## src/rtl/qspi_reg_axi_master.sv

```systemverilog
// qspi_reg_axi_master
// Bridges a byte-wide register command stream onto single-beat AXI4
// transactions. Each command moves one byte at a byte address. The byte is
// steered onto its lane of the DW-bit bus and one response is returned per
// command. Only one transaction is in flight at a time.
//
// Ports
//   aclk, aresetn          clock and asynchronous active-low reset
//   cmd_*                  command in: valid/ready, write flag, byte address, write byte
//   rsp_*                  response out: valid/ready, read byte (0 for writes), error flag
//   m_aw*, m_w*, m_b*      AXI write address, write data and write response channels
//   m_ar*, m_r*            AXI read address and read data channels
module qspi_reg_axi_master #(
  parameter int IDW = 8,
  parameter int DW = 128,
  parameter int AW = 32,
  parameter logic [IDW-1:0] AXI_ID = 8'd24
) (
  input  logic            aclk,
  input  logic            aresetn,
  input  logic            cmd_valid,
  output logic            cmd_ready,
  input  logic            cmd_write,
  input  logic [AW-1:0]   cmd_addr,
  input  logic [7:0]      cmd_wdata,
  output logic            rsp_valid,
  input  logic            rsp_ready,
  output logic [7:0]      rsp_rdata,
  output logic            rsp_err,
  output logic [IDW-1:0]  m_awid,
  output logic [AW-1:0]   m_awaddr,
  output logic [7:0]      m_awlen,
  output logic [2:0]      m_awsize,
  output logic [1:0]      m_awburst,
  output logic            m_awlock,
  output logic [2:0]      m_awcache,
  output logic            m_awvalid,
  input  logic            m_awready,
  output logic [DW-1:0]   m_wdata,
  output logic [DW/8-1:0] m_wstrb,
  output logic            m_wlast,
  output logic            m_wvalid,
  input  logic            m_wready,
  input  logic [IDW-1:0]  m_bid,
  input  logic [1:0]      m_bresp,
  input  logic            m_bvalid,
  output logic            m_bready,
  output logic [IDW-1:0]  m_arid,
  output logic [AW-1:0]   m_araddr,
  output logic [7:0]      m_arlen,
  output logic [2:0]      m_arsize,
  output logic [1:0]      m_arburst,
  output logic            m_arvalid,
  input  logic            m_arready,
  input  logic [IDW-1:0]  m_rid,
  input  logic [DW-1:0]   m_rdata,
  input  logic [1:0]      m_rresp,
  input  logic            m_rlast,
  input  logic            m_rvalid,
  output logic            m_rready
);

  localparam int NB = DW / 8;
  // Keep the lane register at least one bit wide so an 8-bit bus still elaborates.
  localparam int LW = (NB > 1) ? $clog2(NB) : 1;

  typedef enum logic [2:0] {IDLE, WREQ, WRESP, RREQ, RDATA, RSP} state_t;

  state_t        state;
  logic [LW-1:0] lane;
  logic [LW-1:0] cmd_lane;

  // Only bit 1 of a response (SLVERR/DECERR) signals an error; bit 0 is don't-care.
  logic unused_resp_lsb;
  assign unused_resp_lsb = ^{m_bresp[0], m_rresp[0]};

  // Modulo rather than a slice so the lane index is 0 for a single-lane bus.
  assign cmd_lane = LW'(cmd_addr % AW'(NB));

  // Single beat, single byte, incrementing burst type, fixed ID.
  assign m_awid    = AXI_ID;
  assign m_awlen   = 8'd0;
  assign m_awsize  = 3'b000;
  assign m_awburst = 2'b01;
  assign m_awlock  = 1'b0;
  assign m_awcache = 3'b000;
  assign m_wlast   = 1'b1;
  assign m_arid    = AXI_ID;
  assign m_arlen   = 8'd0;
  assign m_arsize  = 3'b000;
  assign m_arburst = 2'b01;

  // Depends on state only, so a source may wait for ready before raising valid.
  assign cmd_ready = (state == IDLE);

  always_ff @(posedge aclk or negedge aresetn) begin
    if (!aresetn) begin
      state     <= IDLE;
      lane      <= '0;
      m_awaddr  <= '0;
      m_awvalid <= 1'b0;
      m_wdata   <= '0;
      m_wstrb   <= '0;
      m_wvalid  <= 1'b0;
      m_bready  <= 1'b0;
      m_araddr  <= '0;
      m_arvalid <= 1'b0;
      m_rready  <= 1'b0;
      rsp_valid <= 1'b0;
      rsp_rdata <= 8'd0;
      rsp_err   <= 1'b0;
    end else begin
      case (state)
        IDLE: begin
          if (cmd_valid) begin
            lane <= cmd_lane;
            if (cmd_write) begin
              m_awaddr  <= cmd_addr;
              m_wdata   <= DW'(cmd_wdata) << (8 * cmd_lane);
              m_wstrb   <= NB'(1) << cmd_lane;
              m_awvalid <= 1'b1;
              m_wvalid  <= 1'b1;
              state     <= WREQ;
            end else begin
              m_araddr  <= cmd_addr;
              m_arvalid <= 1'b1;
              state     <= RREQ;
            end
          end
        end
        WREQ: begin
          // AW and W retire independently; a dropped valid marks its channel done.
          if (m_awvalid && m_awready) m_awvalid <= 1'b0;
          if (m_wvalid && m_wready) m_wvalid <= 1'b0;
          if ((!m_awvalid || m_awready) && (!m_wvalid || m_wready)) begin
            m_bready <= 1'b1;
            state    <= WRESP;
          end
        end
        WRESP: begin
          if (m_bvalid) begin
            m_bready  <= 1'b0;
            rsp_rdata <= 8'd0;
            rsp_err   <= m_bresp[1] | (m_bid != AXI_ID);
            rsp_valid <= 1'b1;
            state     <= RSP;
          end
        end
        RREQ: begin
          if (m_arready) begin
            m_arvalid <= 1'b0;
            m_rready  <= 1'b1;
            state     <= RDATA;
          end
        end
        RDATA: begin
          if (m_rvalid) begin
            m_rready  <= 1'b0;
            rsp_rdata <= m_rdata[8*lane +: 8];
            rsp_err   <= m_rresp[1] | (m_rid != AXI_ID) | !m_rlast;
            rsp_valid <= 1'b1;
            state     <= RSP;
          end
        end
        RSP: begin
          if (rsp_ready) begin
            rsp_valid <= 1'b0;
            state     <= IDLE;
          end
        end
        default: state <= IDLE;
      endcase
    end
  end

endmodule

```

## config.mk

```make
export PLATFORM = sky130hd
export DESIGN_NAME = qspi_reg_axi_master
export DESIGN_NICKNAME = d
export VERILOG_FILES = /design/src/rtl/qspi_reg_axi_master.sv
export SDC_FILE = /design/constraint.sdc
export NUM_CORES = 1
export LEC_CHECK = 0
export BUFFER_PORTS_ARGS = -buffer_cell sky130_fd_sc_hd__buf_2
export CORE_AREA = 2 2 182 184
export CTS_CLUSTER_SIZE = 14
export DETAILED_ROUTE_END_ITERATION = 10
export DIE_AREA = 0 0 184 186
export RECOVER_POWER = 25
export SLEW_MARGIN = 10
export SYNTH_ARGS = -nofsm -noshare
export SYNTH_HDL_FRONTEND = slang
export SYNTH_SLANG_ARGS = --single-unit
```

## constraint.sdc

```tcl
create_clock -name aclk -period 2 [get_ports aclk]
set_input_delay 0.4 -clock aclk [delete_from_list [all_inputs] [get_ports aclk]]
set_output_delay 0.4 -clock aclk [all_outputs]
set_load 0.02 [all_outputs]
```

==> results of run 1 <==
-- registers in the layout, indices dropped and copies added, names as in the netlist, 3 cells and up --
signal     cells
m_awaddr      32
m_wdata      128
m_wstrb       16
m_araddr      32
state          3
lane           4
rsp_rdata      8
-- power by group through the flow --
stage	Combinational [uW]	Clock, uW	Sequential, uW
final	7210	4530	6630
after detailed placement	7260	0	6710
after CTS	7270	4650	6650
after floorplan	3200	0	8110
after global placement	7170	0	6670
after global routing	7780	4850	6790
-- cells in the final DEF, fill, tap and decap left out, types with 15 or more instances in the layout --
master / n
buf_2: 419
mux4_2: 32
conb_1: 47
nand2_1: 104
dfrtp_1: 229
buf_12: 18
clkbuf_16: 26
mux2_2: 44
o21ai_0: 15
buf_4: 20
a22o_1: 128
a21o_1: 17
-- critical path, delay by kind of cell (launching register included) --
kind	cells	cell delay (ps)
DFF	1	400
buffers and inverters	2	340
and+or+nand+nor	1	210
-- cell type report --
class | count | share of cell area (%)
Antenna cell | 2 | 0.0370
Clock inverter | 11 | 0.713
Clock buffer | 34 | 5.26
Timing Repair Buffer | 464 | 19.7
Sequential cell | 230 | 42.6
Inverter | 7 | 0.194
Multi-Input combinational cell | 468 | 27.8
Tap cell | 408 | 3.78
-- synthesized netlist by cell type, types with 3 or more instances --
cell type | number | area (um2)
or3_1 | 3 | 18.8
buf_1 | 9 | 33.8
a21oi_1 | 5 | 25.0
nor3_4 | 4 | 65.1
nor4b_1 | 3 | 26.3
o21ai_0 | 15 | 75.1
a21o_1 | 17 | 128
mux2i_1 | 9 | 90.1
buf_4 | 49 | 368
dfrtp_1 | 230 | 5760
inv_1 | 7 | 26.3
nor2_1 | 5 | 18.8
a22oi_1 | 8 | 60.1
nand2_1 | 104 | 390
clkbuf_1 | 45 | 169
nor2_4 | 3 | 33.8
nor2_2 | 9 | 56.3
nand2b_1 | 4 | 25.0
a22o_1 | 128 | 1120
mux2_2 | 44 | 495
a31oi_1 | 3 | 18.8
mux4_2 | 32 | 721
buf_2 | 9 | 45.0
-- worst max path at each step --
| stage | startpoint | endpoint | slack, ps | cells after the start |
|---|---|---|---|---|
| 3_3_place_gp | state[2]$_DFFE_PN0P_ | m_wdata[3]$_DFFE_PN0P_ | 20 | 5 |
| 3_5_place_dp | state[2]$_DFFE_PN0P_ | m_wdata[7]$_DFFE_PN0P_ | 10 | 5 |
| 6_report | state[1]$_DFFE_PN0P_ | cmd_ready | 120 | 3 |
| 4_1_cts | state[2]$_DFFE_PN0P_ | cmd_ready | 4 | 3 |
| 2_1_floorplan | state[0]$_DFFE_PN0P_ | m_wdata[0]$_DFFE_PN0P_ | 70 | 7 |
| 5_1_grt | aresetn | lane[1]$_DFFE_PN0P_ | 30 | 3 |
-- timing repair --
action                                 4_1_cts  5_1_grt
endpoints found under the hold margin       36        0
resized for setup                            0        2
setup endpoints to repair                    8      100
setup buffers                                1        3
hold buffers                                 1        0
pin swaps                                    1        2
-- logic make-up after synthesis --
group	after synthesis
other	2
DFF	230
buffers and inverters	119
muxes	85
and+or+nand+nor	153
AOI/OAI and AO/OA	183
-- per-stage QoR --
stage                     hold slack [ps]  instances  instance area [um2]  utilization [%]  setup slack [ps]
after detailed placement              327       1572                12700             39.3              11.0
final                                76.9       1624                13500             42.0               117
after global routing                 59.9       1624                13500             42.0              28.6
after CTS                            47.6       1619                13500             41.9              4.20
after floorplan                       104        817                10100                -              69.0
after global placement                328       1572                12700             39.3              22.9
-- layer usage --
layer,part of all wire (%),global-route usage [%]
met1,43,24.4
met2,48,30.1
met3,6.2,3.54
met4,2.6,5.22
met5,0,0
==> flow_summary.json, run 1 <==
{
  "synth-simple-area-share_pct": 7.73,
  "hp-class": "input pin to register",
  "nets": 1396,
  "viasPerCell": 4.87,
  "rsz0062_at_grt": "false",
  "drtPass1Iterations": 4,
  "layout-drive-gt1-share_pct": 49.7,
  "htreeDepth": 1,
  "worstPathRequired_ps": 1600,
  "synth-compound-area-share_pct": 14.9,
  "tightest_slew_ps": 1130,
  "dr_total_vias": 7916,
  "power_uw": 18400,
  "fin_skew_ps": 13.4,
  "fillCellCount": 3059,
  "antenna_found_initial": 2,
  "worstReg2RegEnd": "m_wdata[98]$_DFFE_PN0P_",
  "row_count": 66,
  "critPathKind": "register to output pin",
  "synth-seq-cells": 230,
  "relSlewSlack_pct": 24.5,
  "ioPinCount": 470,
  "root_buffer": "clkbuf_16",
  "path_cells": "nor3_4, buf_4, buf_2",
  "swShare_pct": 37.0,
  "grt_pass1_vias": 7844,
  "r2r_slack_ps": 120,
  "p_switching_uw": 6790,
  "ys.flop_type": "dfrtp_1",
  "overflow": 0,
  "gp_congestion": 0.831,
  "critPathArrivalTime_ps": 1480,
  "cts.sinks": 230,
  "power-per-cell-area_nw_per_um2": 1360,
  "io_buffers": 420,
  "synthAdderAreaFrac_pct": 0,
  "grt_pass1_wl_um": 47800,
  "setup_viol": 0,
  "cts_buffers": 26,
  "area_growth_pct": 35.6,
  "cpMaxStageDelayCell": "dfrtp_1",
  "multi_input_area_um2": 3750,
  "tns_ps": 0,
  "cts_tree": "done",
  "dp_hpwl_um": 23500,
  "synthXorXnorAreaFrac_pct": 0,
  "wl_per_cell_um": 19.7,
  "wl_um": 32000,
  "async_flop_share_pct": 100,
  "ys_seq_area_share_pct": 57.8,
  "whs_endpoint": "m_awaddr[10]$_DFFE_PN0P_",
  "core_area_um2": 32200,
  "synth_edf_count": 0,
  "syn_avg_cell_area_um2": 12.9,
  "leakagePower_uw": 0.00729,
  "power_frac_seq_pct": 36.1,
  "dieArea_um2": 34200,
  "cp_max_fo": 4,
  "fmax_ghz": 0.531,
  "fin_crit_ps": 1880,
  "synthCells": 772,
  "irDropWorstVdd_uv": 873,
  "end_kind": "output pin",
  "die_x_um": 184,
  "hold_violations": 0,
  "hold_depth": 3,
  "regToRegStartpoint": "state[1]$_DFFE_PN0P_",
  "hold_start": "cmd_addr[10]",
  "netlist-cell-type-count": 42,
  "seq_area_um2": 5760,
  "drc": 0,
  "p_int_uw": 11600,
  "drt_iter0_markers": 332,
  "start_util_pct": 30.9,
  "status": "finished clean",
  "die_height_um": 186,
  "grt_start_max_net_pins": 177,
  "fin_crit_sh_pct": 94.2,
  "ys_warn_count": 0,
  "ctsLongestPathBuffers": 3,
  "gr-usage-all-layers_pct": 18.2,
  "clock_power_share_pct": 24.7,
  "crit_path_max_incr_delay_ps": 400,
  "insertion_delay_ps": 540,
  "path_clk_slew_ps": 60,
  "synth.area.mux_share_pct": 13.1,
  "reg2regPathDepth": 5,
  "synth_top_family_by_area": "compound AO/OA/AOI/OAI gates",
  "syn_area_um2": 9970,
  "max_cap_violations": 0,
  "drtAntennaViolNets": 0,
  "slew_violations": 0,
  "critPathLaunchType": "register",
  "combPwrFrac_pct": 39.2
}
Note: power is estimated with default switching activity, not from simulation.
==> run 2: changes to the inputs <==
- GPL_TIMING_DRIVEN: unset -> 0
- SETUP_SLACK_MARGIN: unset -> 0.2
- SKIP_LAST_GASP: unset -> 1
==> run 2 against run 1 <==
  * Register-to-register slack got worse by 50 ps
  * First-iteration DRC count is 23% higher
  * Cell area rose by 12%
  * Sequential share of layout area down 4.4 points
  * Die area did not move
  * Clock skew fell by 4.2 ps
  * Critical endpoint is now m_araddr[2]$_DFFE_PN0P_
  * Flip-flop and latch count unchanged
  * Combinational power is 19% higher
  * Hold slack got worse by 3.2 ps
  * Total power is 11% higher
  * Sequential power is essentially flat
==> flow_summary.json, run 2 (same netlist as run 1, synthesis figures left out) <==
{
  "reg2regPathDepth": 8,
  "power_uw": 20300,
  "fin_crit_ps": 1940,
  "die_height_um": 186,
  "dieArea_um2": 34200,
  "setup_viol": 0,
  "layout_common_cells": "buf_2 (411), dfrtp_1 (228), a22o_1 (128), nand2_1 (104), buf_4 (64)",
  "antenna_found_initial": 4,
  "path_cells": "nor3_4, buf_6, buf_6, and3_4, clkbuf_16, buf_12, buf_16, mux2_2",
  "critPathTopFamily": "buffers and inverters",
  "start_util_pct": 30.9,
  "fillCellCount": 2976,
  "endpoint": "m_araddr[2]$_DFFE_PN0P_",
  "ioPinCount": 470,
  "crit_path_max_incr_delay_ps": 440,
  "layout-drive-gt1-share_pct": 54.0,
  "irDropWorstVdd_uv": 984,
  "critPathBufInv": 5,
  "dr_total_vias": 8447,
  "cts_tree": "done",
  "hold_violations": 0,
  "largest_reg_flops": 128,
  "viasPerCell": 4.84,
  "drc": 0,
  "top_regs": "m_wdata: 128 flops, m_araddr: 32 flops, m_awaddr: 32 flops",
  "critPathKind": "register to register",
  "critPathArrivalTime_ps": 2360,
  "place_ws_ps": -388,
  "hp-class": "input pin to register",
  "area_growth_pct": 51.5,
  "setup_ws_ps": 61.8,
  "postLayoutCellArea_um2": 15100,
  "cts.sinks": 230,
  "htreeDepth": 1,
  "regToRegStartpoint": "state[2]$_DFFE_PN0P_",
  "critPathLaunchType": "register",
  "dp_hpwl_um": 24900,
  "relSlewSlack_pct": 33.2,
  "insertion_delay_ps": 540,
  "cp_max_fo": 7,
  "slew_violations": 0,
  "fmax_ghz": 0.516,
  "grt_pass1_vias": 8686,
  "die_x_um": 184,
  "overflow": 0,
  "top_register": "m_wdata",
  "core_area_um2": 32200,
  "tightest_slew_ps": 1000,
  "postLayoutCoreUtil_pct": 46.9,
  "placed_area_um2": 12800,
  "ctsLongestPathBuffers": 3,
  "status": "finished clean",
  "row_count": 66,
  "wl_um": 35400,
  "path_clk_slew_ps": 60,
  "cp.depth": 8,
  "cpMostUsedCell": "buf_6",
  "cpMaxStageDelayCell": "dfrtp_2",
  "seq_area_um2": 5760,
  "drtAntennaViolNets": 0,
  "grt_start_max_net_pins": 110,
  "worstPathRequired_ps": 2420,
  "leakagePower_uw": 0.00810,
  "multi_input_area_um2": 4110,
  "drtPass1Iterations": 5,
  "fin_crit_sh_pct": 96.9,
  "worstReg2RegEnd": "m_araddr[2]$_DFFE_PN0P_",
  "mostFrequentLayoutCell": "buf_2",
  "hold_start": "cmd_addr[5]",
  "fin_skew_ps": 9.22,
  "end_kind": "register",
  "grt_pass1_wl_um": 53100,
  "cts_buffers": 26,
  "drt_iter0_markers": 409,
  "cp-startpoint": "state[2]$_DFFE_PN0P_",
  "gr-usage-all-layers_pct": 20.3,
  "rsz0062_at_grt": "true",
  "wl_per_cell_um": 20.3,
  "nets": 1518,
  "power-per-cell-area_nw_per_um2": 1350,
  "io_buffers": 410,
  "gp_congestion": 0.863,
  "root_buffer": "clkbuf_16",
  "r2r_slack_ps": 60,
  "max_cap_violations": 0
}
## run 2: power breakdown
group | internal [uW] | switching (uW) | total (uW)
sequential | 5930 | 724 | 6650
clock | 3120 | 1940 | 5050
combinational | 4000 | 4610 | 8610
total | 13000 | 7270 | 20300
## run 2: layer usage
| layer | vias up | global-route usage (%) | wire length (um) |
|---|---|---|---|
| met5 | - | 0 | 0 |
| met4 | 0 | 4.77 | 850 |
| met3 | 45 | 4.13 | 2410 |
| met2 | 380 | 35.9 | 17500 |
| met1 | 4189 | 25.5 | 14700 |
| li1 | 3833 | - | - |
## run 2: worst min-delay path: cells and delay by family
family	cells	cell delay (ps)
and+or+nand+nor	2	90
buffers and inverters	1	90
## run 2: worst min-delay path by stage
stage / to / depth (start not counted) / slack (ps)
2_1_floorplan: lane[0]$_DFFE_PN0P_ / 0 / 100
3_3_place_gp: m_wstrb[0]$_DFFE_PN0P_ / 1 / 450
3_5_place_dp: m_wdata[48]$_DFFE_PN0P_ / 1 / 240
4_1_cts: m_awaddr[29]$_DFFE_PN0P_ / 3 / 40
5_1_grt: m_awaddr[5]$_DFFE_PN0P_ / 3 / 60
6_report: m_awaddr[5]$_DFFE_PN0P_ / 3 / 70
## run 2: layout make-up
class | instances | area share [%]
well taps | 408 | 3.38
inverters | 7 | 0.174
plain buffers | 111 | 5.93
clock inverters | 10 | 1.09
repair buffers | 466 | 19.1
clock buffers | 36 | 4.96
diodes | 1 | 0.0166
multi-input cells | 477 | 27.2
flip-flops and latches | 230 | 38.1
## run 2: what timing repair did
action / in CTS / in global routing
pin swaps: 33 / 30
buffers inserted: 41 / 5
gates resized for setup: 143 / 60
gates cloned: 16 / 0
hold buffers: 1 / 0
endpoints found under the setup margin: 217 / 222
hold endpoints to repair: 16 / 0
## run 2: per-stage QoR
step           setup TNS (ps)  hold slack [ps]  std cells
6_report                    0             73.7       1746
5_1_grt                 -28.8             60.6       1746
4_1_cts                     0             44.0       1740
3_5_place_dp           -34460              236       1637
3_3_place_gp          -852610              455       1635
2_1_floorplan               0              104        817
